## src/rtl/counter_pkg.sv

```systemverilog
// Shared constants and types for the programmable counter.
// Direction and limit-mode encodings are also the pin encodings of dir/sat_mode.
package counter_pkg;

  localparam logic DIR_DOWN  = 1'b0;
  localparam logic DIR_UP    = 1'b1;

  localparam logic MODE_WRAP = 1'b0;
  localparam logic MODE_SAT  = 1'b1;

  // Single action selected per cycle, in priority order clr > load > step.
  typedef enum logic [1:0] {
    ACT_HOLD = 2'd0,
    ACT_CLR  = 2'd1,
    ACT_LOAD = 2'd2,
    ACT_STEP = 2'd3
  } cnt_action_e;

  function automatic cnt_action_e pick_action(input logic clr, input logic load,
                                              input logic step);
    cnt_action_e act;
    act = ACT_HOLD;
    if (clr)       act = ACT_CLR;
    else if (load) act = ACT_LOAD;
    else if (step) act = ACT_STEP;
    return act;
  endfunction

endpackage

```

## src/rtl/clk_prescaler.sv

```systemverilog
// Enable prescaler: pulses tick combinationally on every (div+1)-th enabled cycle.
// restart drops any partial period so the next tick needs a full div+1 cycles.
module clk_prescaler #(
  parameter int PSC_W = 4
) (
  input  logic             clk,
  input  logic             reset,
  input  logic             en,
  input  logic             restart,
  input  logic [PSC_W-1:0] div,
  output logic             tick
);

  logic [PSC_W-1:0] psc_cnt_q;
  logic [PSC_W-1:0] psc_cnt_d;

  // >= rather than == so that shrinking div below the current count ticks at once
  // instead of running the counter all the way round its field.
  always_comb begin
    tick      = 1'b0;
    psc_cnt_d = psc_cnt_q;
    if (restart) begin
      psc_cnt_d = '0;
    end else if (en) begin
      if (psc_cnt_q >= div) begin
        tick      = 1'b1;
        psc_cnt_d = '0;
      end else begin
        psc_cnt_d = psc_cnt_q + PSC_W'(1);
      end
    end
  end

  always_ff @(posedge clk or posedge reset) begin
    if (reset) psc_cnt_q <= '0;
    else       psc_cnt_q <= psc_cnt_d;
  end

endmodule

```

## src/rtl/prog_counter.sv

```systemverilog
// Programmable up/down counter with runtime bound, wrap/saturate limit handling,
// prescaled stepping, terminal-count pulse and sticky overflow flag.
module prog_counter
  import counter_pkg::*;
#(
  parameter int WIDTH = 8,
  parameter int PSC_W = 4
) (
  input  logic             clk,
  input  logic             reset,
  input  logic             en,
  input  logic             clr,
  input  logic             load,
  input  logic [WIDTH-1:0] load_val,
  input  logic             dir,
  input  logic [WIDTH-1:0] bound,
  input  logic             sat_mode,
  input  logic [PSC_W-1:0] psc_div,
  input  logic             ovf_clr,
  output logic [WIDTH-1:0] count,
  output logic             tc,
  output logic             ovf
);

  logic [WIDTH-1:0] count_q, count_d;
  logic             tc_q, tc_d;
  logic             ovf_q, ovf_d;

  logic             step;
  logic             psc_restart;
  logic             limit;
  logic [WIDTH-1:0] down_base;
  cnt_action_e      action;

  assign psc_restart = clr | load;

  clk_prescaler #(
    .PSC_W (PSC_W)
  ) u_prescaler (
    .clk     (clk),
    .reset   (reset),
    .en      (en),
    .restart (psc_restart),
    .div     (psc_div),
    .tick    (step)
  );

  assign action = pick_action(clr, load, step);

  // A value loaded above bound is pulled back to bound before counting down.
  assign down_base = (count_q > bound) ? bound : count_q;

  always_comb begin
    count_d = count_q;
    limit   = 1'b0;
    case (action)
      ACT_CLR:  count_d = '0;
      ACT_LOAD: count_d = load_val;
      ACT_STEP: begin
        if (dir == DIR_UP) begin
          if (count_q >= bound) begin
            limit   = 1'b1;
            count_d = (sat_mode == MODE_SAT) ? bound : '0;
          end else begin
            count_d = count_q + WIDTH'(1);
          end
        end else begin
          if (down_base == '0) begin
            limit   = 1'b1;
            count_d = (sat_mode == MODE_SAT) ? '0 : bound;
          end else begin
            count_d = down_base - WIDTH'(1);
          end
        end
      end
      default:  count_d = count_q;
    endcase
  end

  // Setting ovf takes precedence over a coincident ovf_clr.
  always_comb begin
    tc_d  = limit;
    ovf_d = ovf_q;
    if (limit)        ovf_d = 1'b1;
    else if (ovf_clr) ovf_d = 1'b0;
  end

  always_ff @(posedge clk or posedge reset) begin
    if (reset) begin
      count_q <= '0;
      tc_q    <= 1'b0;
      ovf_q   <= 1'b0;
    end else begin
      count_q <= count_d;
      tc_q    <= tc_d;
      ovf_q   <= ovf_d;
    end
  end

  assign count = count_q;
  assign tc    = tc_q;
  assign ovf   = ovf_q;

endmodule

```

## config.mk

```make
export PLATFORM = sky130hd
export DESIGN_NAME = prog_counter
export DESIGN_NICKNAME = d
export VERILOG_FILES = /design/src/rtl/counter_pkg.sv /design/src/rtl/clk_prescaler.sv /design/src/rtl/prog_counter.sv
export SDC_FILE = /design/constraint.sdc
export NUM_CORES = 1
export LEC_CHECK = 0
export CORE_MARGIN = 2
export CORE_UTILIZATION = 44
export CTS_CLUSTER_DIAMETER = 120
export CTS_CLUSTER_SIZE = 8
export DETAILED_ROUTE_END_ITERATION = 7
export GPL_TIMING_DRIVEN = 1
export HOLD_SLACK_MARGIN = 0.02
export PLACE_DENSITY = 0.7
export SETUP_SLACK_MARGIN = 0.2
export SLEW_MARGIN = 30
export SYNTH_ARGS = -nofsm -noshare
export SYNTH_HDL_FRONTEND = slang
export SYNTH_HIERARCHICAL = 1
export SYNTH_SLANG_ARGS = --single-unit
```

## constraint.sdc

```tcl
create_clock -name clk -period 9.2 [get_ports clk]
set_input_delay 0.92 -clock clk [delete_from_list [all_inputs] [get_ports clk]]
set_output_delay 0.92 -clock clk [all_outputs]
set_load 0.02 [all_outputs]
```

==> out/results.ini <==
[pwr]
ir_drop_mv = 0.0663
p_int_mw = 0.149
power_frac_comb_pct = 44.1
pwr_density_cell_nw_per_um2 = 101
seqPwrFrac_pct = 30.1
power_frac_clock_pct = 25.8
p_switching_mw = 0.0876
switching_share_pct = 37.0
p_leak_nw = 0.959
total_power_mw = 0.237

[synthesis]
synth-xor-area-share_pct = 5.95
synth_fp_nets = 283
synth-simple-area-share_pct = 24.8
synth.cell_area_um2 = 1910
ys_types = 58
ys.flop_type = dfrtp_1
ys_seq_area_share_pct = 18.3
async_reset_ff_share_pct = 100
synth_mux_area_share_pct = 4.25
synth_adder_area_share_pct = 10.5
synth-compound-area-share_pct = 28.6
syn_inst = 239
synth_top_family_by_area = compound AO/OA/AOI/OAI gates
synth-seq-cells = 14
avgSynthCellArea_um2 = 8.01
synth_edf_count = 0
ys_warn_count = 6

[cts]
clk_latency_ps = 250
clk_pin_slew_ps = 60
postCtsSetupRepairBufs = 0
cts_tree = done
cts_resized = 0
hold_buffers = 0
cts.sinks = 14
cts_buffers = 3
clockBufferDepth = 2
htreeDepth = 1
root_buffer = clkbuf_8

[floorplanning]
core-area_um2 = 4090
pin_count = 38
die_w_um = 70.0
die_area_um2 = 4890
start_util_pct = 46.8
rows = 23
die_h_um = 70.0

[worst_setup_path]
r2r-end = count[6]
cpPeakStageDelay_ps = 610
r2r_setup_slack_ps = 5570
ff2ff_path_depth = 16
rr_startpoint = count[5]
startpoint = bound[5]
crit_arrival_ps = 4570
path_max_fanout = 15
start_kind = input port
critPathSlowestCell = clkdlybuf4s50_1
crit_end = count[6]
critical_path.endpoint_type = flip-flop
criticalPathCategory = in -> reg
cp_cell_sequence = clkdlybuf4s50_1 -> inv_1 -> ha_1 -> nand2_1 -> nor2_1 -> o21ai_2 -> a21oi_1 -> buf_4 -> mux2i_1 -> ha_1 -> nand2b_1 -> nor4_1 -> xnor2_1 -> nor3_1 -> a21oi_1 -> mux2i_1 -> a311oi_1 -> o32ai_1
cp_data_required_time_ps = 9310

[timing]
timing.final.max_slew_violations = 0
max_freq_mhz = 224
setup_violations = 0
fin_tns_setup_ps = 0
skew_ps = 2.35
hold_viol_final = 0
rsz0062_at_grt = no
period_share_pct = 48.4
min_period_ps = 4460
setup_ws_ps = 4740
slew_headroom_pct = 48.6
worstMarginPinSlew_ps = 771

[finish]
fin_area_um2 = 2360
drive_gt1_share_pct = 11.5
diodes = 0
fin_util_pct = 57.7
nets = 314
syn2layout_area_growth_pct = 23.1

[hold_path]
whs_path_depth = 2
min_path_type = reg -> reg

[detailed_routing]
viasPerCell = 6.03
drt_iter0_drc = 163
drcViolationCount = 0
vias = 1924
ant_nets = 0
firstDrtPassIters = 4
wl_um = 5560
wl_per_cell_um = 17.4

[placement]
io_buffers = 37
dp_hpwl_um = 4280
place_area_um2 = 2300
routabilityCongestion = 0.937
pre_cts_slack_ps = 4580

[grt]
grt_usage_pct = 22.9
first_global_vias = 1802
gr-total-overflow = 0
antenna_found_initial = 0
grt_start_max_net_pins = 21
grt_first_pass_wirelength_um = 9110

[status]
status = finished clean

[run]
drv_cap = 0

-- routing by layer --
metal	global-route usage (%)	vias to the layer above	part of all wire (%)
li1	-	943	-
met1	33.2	891	45
met5	0	-	0
met3	3.61	2	7.5
met4	3.21	0	0.22
met2	36.6	88	47
-- cell families after synthesis --
family / after synthesis
compound gates: 69
flops: 14
buf+inv: 34
mux: 8
simple gates: 85
xor+xnor: 13
fa+ha+maj: 16
-- placed cells by master, fill, tap and decap left out, types with 2 or more instances in the layout --
| cell type | n |
|---|---|
| a2111oi_4 | 2 |
| a211oi_1 | 3 |
| a21oi_1 | 19 |
| a221oi_2 | 3 |
| a311oi_1 | 4 |
| a31oi_1 | 3 |
| and3_1 | 2 |
| buf_4 | 2 |
| clkbuf_8 | 4 |
| clkdlybuf4s50_1 | 37 |
| dfrtp_1 | 14 |
| ha_1 | 16 |
| inv_1 | 21 |
| mux2i_1 | 7 |
| nand2_1 | 17 |
| nand2b_1 | 7 |
| nand3_1 | 11 |
| nor2_1 | 19 |
| nor3_1 | 7 |
| nor3_2 | 2 |
| nor3b_1 | 2 |
| nor4_1 | 2 |
| nor4b_2 | 2 |
| o211ai_1 | 5 |
| o21a_1 | 2 |
| o21ai_0 | 6 |
| o21ai_1 | 3 |
| o22ai_1 | 2 |
| o32ai_1 | 3 |
| or2_2 | 4 |
| xnor2_1 | 6 |
| xor2_1 | 7 |
-- stage by stage --
| stage | instances | hold WS [ps] |
|---|---|---|
| 2_1_floorplan | 239 | 551 |
| 3_3_place_gp | 315 | 528 |
| 3_5_place_dp | 315 | 541 |
| 4_1_cts | 319 | 551 |
| 5_1_grt | 319 | 567 |
| 6_report | 319 | 550 |
-- worst min path at each step --
stage,start,endpoint
floorplan,u_prescaler/psc_cnt_q[1],u_prescaler/psc_cnt_q[1]
global placement,ovf,ovf
detailed placement,ovf,ovf
CTS,ovf,ovf
global route,ovf,ovf
finish,ovf,ovf
-- cell type report --
| class | count | area, µm² |
|---|---|---|
| sequential | 14 | 350 |
| timing repair buffer | 39 | 385 |
| tap | 50 | 62.6 |
| multi-input combinational | 191 | 1420 |
| inverter | 21 | 78.8 |
| fill | 400 | 1730 |
| clock buffer | 4 | 55.1 |
-- critical path, delay by kind of cell --
family / cells / cell delay [ps]
compound gates: 5 / 820
xor+xnor: 1 / 160
fa+ha+maj: 2 / 620
simple gates: 5 / 720
buf+inv: 3 / 950
mux: 2 / 370
-- power groups by stage --
stage / clock network, mW / logic, mW / registers (mW)
floorplan: 0 / 0.0711 / 0.0707
global placement: 0 / 0.103 / 0.0723
detailed placement: 0 / 0.103 / 0.0723
CTS: 0.0624 / 0.104 / 0.0711
global route: 0.0657 / 0.114 / 0.0717
finish: 0.0612 / 0.104 / 0.0713
-- state kept, by name, summed over array words and instances, names as in the netlist --
register,count
tc,1
u_prescaler/psc_cnt_q,4
count,8
ovf,1
-- synth_stat cells (2+ instances only) --
library cell  count  share of area [%]
a2111oi_4         2                2.9
a221oi_2          3                2.4
nor3b_1           2               0.78
o32ai_1           3                1.4
xor2_1            7                3.2
o21a_1            2               0.78
nor4_1            2               0.65
nand2b_1          7                2.3
nand3_1          11                2.9
and3_1            2               0.65
nor3_2            2                1.0
nor2_1           19                3.7
a211oi_1          3                1.2
nand2_1          17                3.3
a31oi_1           3               0.98
or2_2             4                1.3
o21ai_1           3               0.78
o211ai_1          5                2.0
xnor2_1           6                2.7
a21oi_1          19                5.0
ha_1             16                 10
a311oi_1          4                1.8
nor4b_1           2               0.92
mux2i_1           7                3.7
buf_2             6                1.6
dfrtp_1          14                 18
o21ai_0           6                1.6
clkbuf_1          5               0.98
inv_1            21                4.1
nor3_1            7                1.8
o22ai_1           2               0.65
Power figures use the tool's default switching activity.
